`src/rtl/sha_pipelined_nonce_scheduler.sv`:
```
// Nonce scheduler for one fully pipelined double-SHA256 core: issues this processor's
// interleaved nonce slice, tracks every slot through the core latency and reports hits.
module sha_pipelined_nonce_scheduler #(
    parameter int unsigned PROCESSORINDEX = 0,
    parameter int unsigned NUMPROCESSORS  = 1,
    parameter int unsigned LATENCY        = 130,
    parameter int unsigned NONCE_BITS     = 32
) (
    input  logic         clk,
    input  logic         rst,
    input  logic         work_valid,
    output logic         work_ready,
    input  logic [255:0] work_midstate,
    input  logic [95:0]  work_tail,
    input  logic [5:0]   work_zerobits,
    output logic         core_newblock,
    output logic         core_valid,
    output logic [31:0]  core_nonce,
    output logic [255:0] core_hashstate,
    output logic [95:0]  core_tail,
    input  logic [31:0]  core_h7,
    output logic         found_valid,
    input  logic         found_ready,
    output logic [31:0]  found_nonce,
    output logic         busy,
    output logic         done,
    output logic [7:0]   dropped_count
);

    typedef enum logic [1:0] {ST_IDLE, ST_LOAD, ST_RUN, ST_DRAIN} state_e;

    // 33-bit nonce arithmetic keeps the end-of-slice test free of wraparound.
    localparam logic [32:0] NONCE_END   = 33'd1 << NONCE_BITS;
    localparam logic [32:0] NONCE_FIRST = 33'(PROCESSORINDEX);
    localparam logic [32:0] NONCE_STEP  = 33'(NUMPROCESSORS);

    state_e         state_q, state_d;
    logic [32:0]    nonce_q, nonce_d;
    logic           epoch_q, epoch_d;
    logic [255:0]   mid_q;
    logic [95:0]    tail_q;
    logic [5:0]     zbits_q;
    logic [LATENCY-1:0] tag_v_q;
    logic [LATENCY-1:0] tag_e_q;
    logic [31:0]    tag_n_q [LATENCY];
    logic           found_valid_q;
    logic [31:0]    found_nonce_q;
    logic [7:0]     drop_q;

    logic           accept;
    logic           in_flight;
    logic           last_issue;
    logic           drain_done;
    logic           hit;
    logic [32:0]    nonce_nxt;
    logic [5:0]     shamt;

    // Handshake: a work unit transfers in any cycle where work_valid and work_ready
    // are both high; a hit transfers when found_valid and found_ready are both high.
    assign work_ready = rst & (state_q != ST_LOAD);
    assign accept     = work_valid & work_ready;
    assign nonce_nxt  = nonce_q + NONCE_STEP;
    assign last_issue = (nonce_nxt >= NONCE_END);

    always_comb begin
        in_flight = 1'b0;
        for (int i = 0; i < LATENCY; i++) begin
            if (tag_v_q[i] && (tag_e_q[i] == epoch_q)) in_flight = 1'b1;
        end
    end

    always_comb begin
        state_d    = state_q;
        nonce_d    = nonce_q;
        epoch_d    = epoch_q;
        drain_done = 1'b0;
        case (state_q)
            ST_IDLE: begin
                if (accept) state_d = ST_LOAD;
            end
            ST_LOAD: begin
                state_d = ST_RUN;
                nonce_d = NONCE_FIRST;
            end
            ST_RUN: begin
                if (accept) begin
                    state_d = ST_LOAD;
                    epoch_d = ~epoch_q;
                end else if (last_issue) begin
                    state_d = ST_DRAIN;
                end else begin
                    nonce_d = nonce_nxt;
                end
            end
            ST_DRAIN: begin
                if (accept) begin
                    state_d = ST_LOAD;
                    epoch_d = ~epoch_q;
                end else if (!in_flight) begin
                    state_d    = ST_IDLE;
                    drain_done = 1'b1;
                end
            end
            default: state_d = ST_IDLE;
        endcase
    end

    always_ff @(posedge clk or negedge rst) begin
        if (!rst) begin
            state_q <= ST_IDLE;
            nonce_q <= '0;
            epoch_q <= 1'b0;
            mid_q   <= '0;
            tail_q  <= '0;
            zbits_q <= '0;
        end else begin
            state_q <= state_d;
            nonce_q <= nonce_d;
            epoch_q <= epoch_d;
            if (accept) begin
                mid_q   <= work_midstate;
                tail_q  <= work_tail;
                zbits_q <= work_zerobits;
            end
        end
    end

    // Slot tags travel alongside the core so the exiting tag lines up with core_h7.
    always_ff @(posedge clk or negedge rst) begin
        if (!rst) begin
            tag_v_q <= '0;
            tag_e_q <= '0;
            for (int i = 0; i < LATENCY; i++) tag_n_q[i] <= '0;
        end else begin
            tag_v_q[0] <= core_valid;
            tag_e_q[0] <= epoch_q;
            tag_n_q[0] <= core_nonce;
            for (int i = 1; i < LATENCY; i++) begin
                tag_v_q[i] <= tag_v_q[i-1];
                tag_e_q[i] <= tag_e_q[i-1];
                tag_n_q[i] <= tag_n_q[i-1];
            end
        end
    end

    assign shamt = 6'd32 - zbits_q;
    assign hit   = tag_v_q[LATENCY-1] && (tag_e_q[LATENCY-1] == epoch_q)
                   && ((core_h7 >> shamt) == 32'd0);

    always_ff @(posedge clk or negedge rst) begin
        if (!rst) begin
            found_valid_q <= 1'b0;
            found_nonce_q <= '0;
            drop_q        <= '0;
        end else begin
            if (hit && (!found_valid_q || found_ready)) begin
                found_valid_q <= 1'b1;
                found_nonce_q <= tag_n_q[LATENCY-1];
            end else if (found_ready) begin
                found_valid_q <= 1'b0;
            end
            if (hit && found_valid_q && !found_ready && (drop_q != 8'hFF)) begin
                drop_q <= drop_q + 8'd1;
            end
        end
    end

    assign core_newblock  = (state_q == ST_LOAD);
    assign core_valid     = (state_q == ST_RUN);
    assign core_nonce     = nonce_q[31:0];
    assign core_hashstate = mid_q;
    assign core_tail      = tail_q;
    assign found_valid    = found_valid_q;
    assign found_nonce    = found_nonce_q;
    assign busy           = (state_q != ST_IDLE);
    assign done           = drain_done;
    assign dropped_count  = drop_q;

endmodule

```
`config.mk`:
```
export PLATFORM = sky130hd
export DESIGN_NAME = sha_pipelined_nonce_scheduler
export DESIGN_NICKNAME = d
export VERILOG_FILES = /design/src/rtl/sha_pipelined_nonce_scheduler.sv
export SDC_FILE = /design/constraint.sdc
export NUM_CORES = 2
export LEC_CHECK = 0
export ABC_AREA = 1
export BUFFER_PORTS_ARGS = -buffer_cell sky130_fd_sc_hd__buf_2
export CAP_MARGIN = 0
export CORE_AREA = 2 2 545 547
export DETAILED_ROUTE_END_ITERATION = 7
export DIE_AREA = 0 0 547 549
export SLEW_MARGIN = 20
export SYNTH_ARGS = -nofsm -noshare
export SYNTH_HDL_FRONTEND = slang
export SYNTH_SLANG_ARGS = --single-unit
export TNS_END_PERCENT = 100
```
`constraint.sdc`:
```
create_clock -name clk -period 6.2 [get_ports clk]
set_clock_uncertainty 0.1 [all_clocks]
set_input_delay 0.31 -clock clk [delete_from_list [all_inputs] [get_ports clk]]
set_output_delay 0.31 -clock clk [all_outputs]
set_load 0.02 [all_outputs]
```
After elaboration in Yosys (flattened, before gate mapping)

Cells that the tools add are included.
W data, S select, Z words.

Memory bits (read-only): 0
Flip-flop bits (word level): 4855
Memories kept: 0
Latch bits: 0
Output and inout bits: 430
Bits in writable memories: 0
Word-level logic and storage cells: 580
Bits of input ports: 394

Divide/modulo/power cells: 0
Magnitude comparators: 1
Bitwise logic cells: 3
Shift-type cells: 1
Reductions and logical operators: 147
$mul: 0
Muxes and demuxes: 144
Eq/ne operators: 140
Add/subtract/negate cells: 3

Operators with widths:

| operator                | number |
|---|---|
| $logic_and A1 B1 Y1     | 135 |
| $mux W1                 | 135 |
| $eq A1 B1 Y1            | 130 |
| $mux W33                | 2 |
| $pmux W33 S2            | 1 |
| $add A33 B1 Y33 const B | 1 |
| $ge A33 B33 Y1 const B  | 1 |
| $logic_not A32 Y1       | 1 |
| $shr A32 B6 Y32         | 1 |
| $mux W2                 | 5 |
| $add A8 B1 Y8 const B   | 1 |
| $ne A8 B8 Y1 const B    | 1 |
| $pmux W2 S4             | 1 |
| $ne A2 B2 Y1 const B    | 3 |
| $reduce_and A3 Y1       | 2 |
| $reduce_bool A2 Y1      | 3 |
| $sub A6 B6 Y6 const A   | 1 |
| $eq A2 B2 Y1 const B    | 2 |
| $ne A3 B1 Y1 const B    | 1 |
| $ne A3 B3 Y1 const B    | 1 |
| $and A1 B1 Y1           | 2 |
| $eq A2 B1 Y1 const B    | 1 |
| $logic_not A1 Y1        | 2 |
| $logic_not A2 Y1        | 1 |
| 5 further kinds         | 5 |

Depth between registers and ports, before layout

Depth in word-level cells: 135
Depth in mapped cells: 23
Gate-level depth less buffers: 20

Worst setup path after synthesis

OpenSTA, ideal clock, no wires.

Kind: flip-flop to output port
From: reg state_q[1]
To: out done
Cell stages (with the launch flop): 9
Slack: 3.542 ns
Data required time: 5.790 ns
Arrival time: 2.248 ns
Path through: dfrtp_1 inv_1 ha_1 nor2_1 nand2_1 clkinv_1 clkbuf_1 clkbuf_1 nor3_1

Longest elaborated chain between the ends: 5

RTL lines:

| what                     | RTL line | text |
|---|---|---|
| start: declaration       | 37       | `state_e state_q, state_d;` |
| start signal: assignment | 117      | `state_q <= state_d;` |
| $ne A2 B1 Y1             | 60       | `assign work_ready = rst & (state_q != ST_LOAD);` |
| $and A1 B1 Y1            | 60       |  |
| net work_ready           | 12       | `output logic work_ready,` |
| $and A1 B1 Y1            | 61       | `assign accept = work_valid & work_ready;` |
| $mux W1                  | 96       | `if (accept) begin` |
| $mux W1                  | 77       | `case (state_q)` |
| end: declaration         | 26       | `output logic done,` |

The timed path passes the listed nets, and every way through them passes these cells.

Worst setup path in the final report

From: reg epoch_q
To: out done

Longest elaborated chain between the ends: 135

RTL lines:

| what                     | RTL line | text |
|---|---|---|
| start: declaration       | 39       | `logic epoch_q, epoch_d;` |
| start signal: assignment | 119      | `epoch_q <= epoch_d;` |
| $eq A1 B1 Y1             | 68       | `if (tag_v_q[i] && (tag_e_q[i] == epoch_q)) in_flight = 1'b1;` |
| $logic_and A1 B1 Y1      | 68       |  |
| $mux W1 (129 in a row)   | 68       |  |
| $mux W1 (*)              | 68       |  |
| $mux W1 (*)              | 99       | `end else if (!in_flight) begin` |
| $mux W1 (*)              | 96       |  |
| $mux W1 (*)              | 77       |  |

Every way passes the cells marked *; elsewhere a longest branch is shown, timed or not.

==> run summary <==
Tcrit/Tclk final: 70.7%
DR WL/cell: 17.6 um
Crit path max fanout: 96
CP cell instances: inv_4 > buf_4 > nand2_1 > nand3_1 > nand2_1 > nor2_1 > nand4_1 > nor3_1 > nand2_1 > nor2_1 > nand3_1 > nor3_1 > buf_2
Skew-Pair Late Insertion Delay: 0.95 ns
Cell count after synthesis: 7,279
Core ar.: 295,000 sq um
Vias in the first global route: 67,166
Final Hold Fails: 0
DRC: 0
RSZ-0062 raised after global routing: false
Layout filler cell count: 22,479
Worst Setup Start Kind: flop
Initial Util: 44.7%
Synth top area cells: dfrtp_1 92%, nand2_1 4.5%, nand3_1 0.62%
Share of post-route cells with drive strength above 1: 18.4%
Clock transition at path regs: 0.06 ns
Setup CP Type: flop to primary output
Worst flop-to-flop path endpoint: core_hashstate[241]
Max clock buf depth: 4
Pwr Density: 436 nW/um^2
Clock sinks: 4,855
Worst vdd ir: 0.000285 V
Synth area leader: dfrtp_1
Cell row count: 200
FFs w/ async S/R, synth: 100%
Antenna-violating nets left: 0
Post-CTS setup buffer count: 0
Distinct cells, synth: 35
Die W: 547 um
Synthesized area per cell: 18.1 sq um
Post-synthesis cell area: 132,000 sq um
Slew Limit Fails: 0
Post-synth top flop: dfrtp_1
Synthesized Nets: 7,681
Initial antenna violation count: 8
Crit-path slowest cell: buf_4
Flops & latches, synth: 4,855
Fin Setup TNS: 0 ns
YS warnings: 0
I/O pins: 824
Via count: 59,718
HP Class: input port to flop
First-pass GRT wire length: 385,000 um
Post-DP HPWL: 130,000 um
Register area: 121,000 sq um
Number of max-cap violations: 0
Setup WS post-layout: 1.82 ns
FMAX: 0.228 GHz
Seq/Total Area, Yosys: 92.2%
Largest net degree at the start of global routing: 207
CTS buffer count: 452
Most frequent CP cell: nand2_1
CTS tree: yes
Gpl congestion: 0.889
Die Height: 549 um
DP Worst Slack: 2.16 ns
Worst Reg-to-Reg Cells: 9
Hold Path End: core_tail[61]
Drt initial violations: 3,973
Yosys top cell area share: 92.2%
Least-Margin Pin Slew: 1.08 ns
Post-synth EDFFs: 0
Crit. End Element: primary output
GRT overflow: 0
Area grow syn2layout: 23.9%
WP data arrival: 3.97 ns
Slew headroom: 28.1%
Root Driver: clkbuf_16
Tot Pwr: 71,200 uW
Leakage: 0.0871 uW
Post_cts resized: 0
R2r setup slk: 2.13 ns
Via/cell ratio: 4.45
Min Tclk post-route: 4.38 ns
PortBufs: 823
Hold_sp: work_tail[61]
Final setup fails: 0
Largest stage delay, worst path: 0.70 ns
CTS H-tree depth: 5
DIE AREA: 300,000 sq um
Multi-input logic area: 9210 sq um
Final core utilization: 55.4%
Total Nets Final: 9,479
WHS Path Cells: 4
Status: complete, no violations
Data required, critical path: 5.79 ns
DRT Pass-1 Iters: 5
Reg2reg start: state_q[1]
Drt total wl: 236,000 um
Tot GR Track Use: 16.2%
[worst max-delay path: cells and delay by family (launching register included)]
kind / cells / cell delay (ns)
flops: 1 / 0.40
buf+inv: 3 / 1.24
simple gates: 10 / 1.35
[registers in the layout, summed over array words and instances (netlist names)]
register        count
core_tail          96
core_hashstate    256
epoch_q             1
tag_e_q           130
found_valid         1
dropped_count       8
tag_n_q          4160
found_nonce        32
nonce_q            33
tag_v_q           130
state_q             2
zbits_q             6
[synthesized netlist by cell type (26+ instances only)]
cell	n
xnor2_1	26
buf_2	43
nand4_1	63
o21ai_0	44
dfrtp_1	4855
nor2_1	118
or2_2	71
clkbuf_1	93
inv_1	74
buf_4	35
nand2_1	1594
nand3_1	164
[layout by cell type, fill, tap and decap left out, types with 44 or more instances in the layout]
cell and count:
bufinv_16 54, clkinv_2 84, nand4_1 63, clkbuf_16 458, dfrtp_1 4855, inv_1 74, or2_2 71, dlygate4sd3_1 628
clkbuf_1 68, nand3_1 164, o21ai_0 44, clkbuf_8 126, nand2_1 1593, buf_2 822, nor2_1 118
[final cells by class]
type | count | area share, %
Sequential cell | 4855 | 74.4
Clock buffer | 652 | 8.23
Timing Repair Buffer | 1518 | 6.88
Multi-Input combinational cell | 2171 | 5.64
Tap cell | 3939 | 3.02
Clock inverter | 185 | 1.67
Inverter | 79 | 0.188
Antenna cell | 7 | 0.0107
[cell families (layout without fill, tap and decap cells)]
logic type	Yosys count	in the layout	synth area share, %
buffers and inverters	253	2434	0.872
other	0	7	0
XOR/XNOR	50	50	0.332
flip-flops	4855	4855	92.2
adder cells (fa/ha/maj)	8	8	0.0759
AO/OA/AOI/OAI	59	59	0.239
AND/OR/NAND/NOR	2054	2054	6.33
[metal layers]
metal | vias up | GRT usage [%] | part of all wire, %
li1 | 26150 | - | -
met5 | - | 0 | 0.0055
met3 | 537 | 4.92 | 7.0
met1 | 31534 | 21.2 | 41
met4 | 2 | 6.10 | 3.8
met2 | 1495 | 25.8 | 48
[where the power goes]
| part | switching, uW | internal, uW | leakage [uW] | total [uW] |
|---|---|---|---|---|
| combinational | 5480 | 2330 | 0.0121 | 7820 |
| sequential | 982 | 33300 | 0.0670 | 34300 |
| clock | 11700 | 17400 | 0.00797 | 29000 |
[worst max path at each step]
| stage | start | to | slack, ns | cells past startpoint |
|---|---|---|---|---|
| 4_1_cts | epoch_q | done | 1.69 | 13 |
| 6_report | epoch_q | done | 1.82 | 13 |
| 5_1_grt | epoch_q | done | 1.33 | 13 |
| 3_5_place_dp | rst | nonce_q[16] | 2.16 | 10 |
| 3_3_place_gp | rst | nonce_q[2] | 2.27 | 10 |
| 2_1_floorplan | state_q[1] | done | 3.54 | 8 |
[per-stage QoR]
step           hold slack, ns  std cells  area [sq um]
3_3_place_gp            0.224      11931        141000
2_1_floorplan         -0.0856       7279        132000
4_1_cts              0.000216      13397        163000
5_1_grt                0.0335      13401        163000
3_5_place_dp            0.226      11931        141000
6_report               0.0782      13406        163000
[timing repair]
item                                   in CTS  in global routing
hold buffers                              629                  0
setup endpoints to repair                   0                  0
endpoints found under the hold margin    1142                  0
Note: power is estimated with default switching activity, not from simulation.
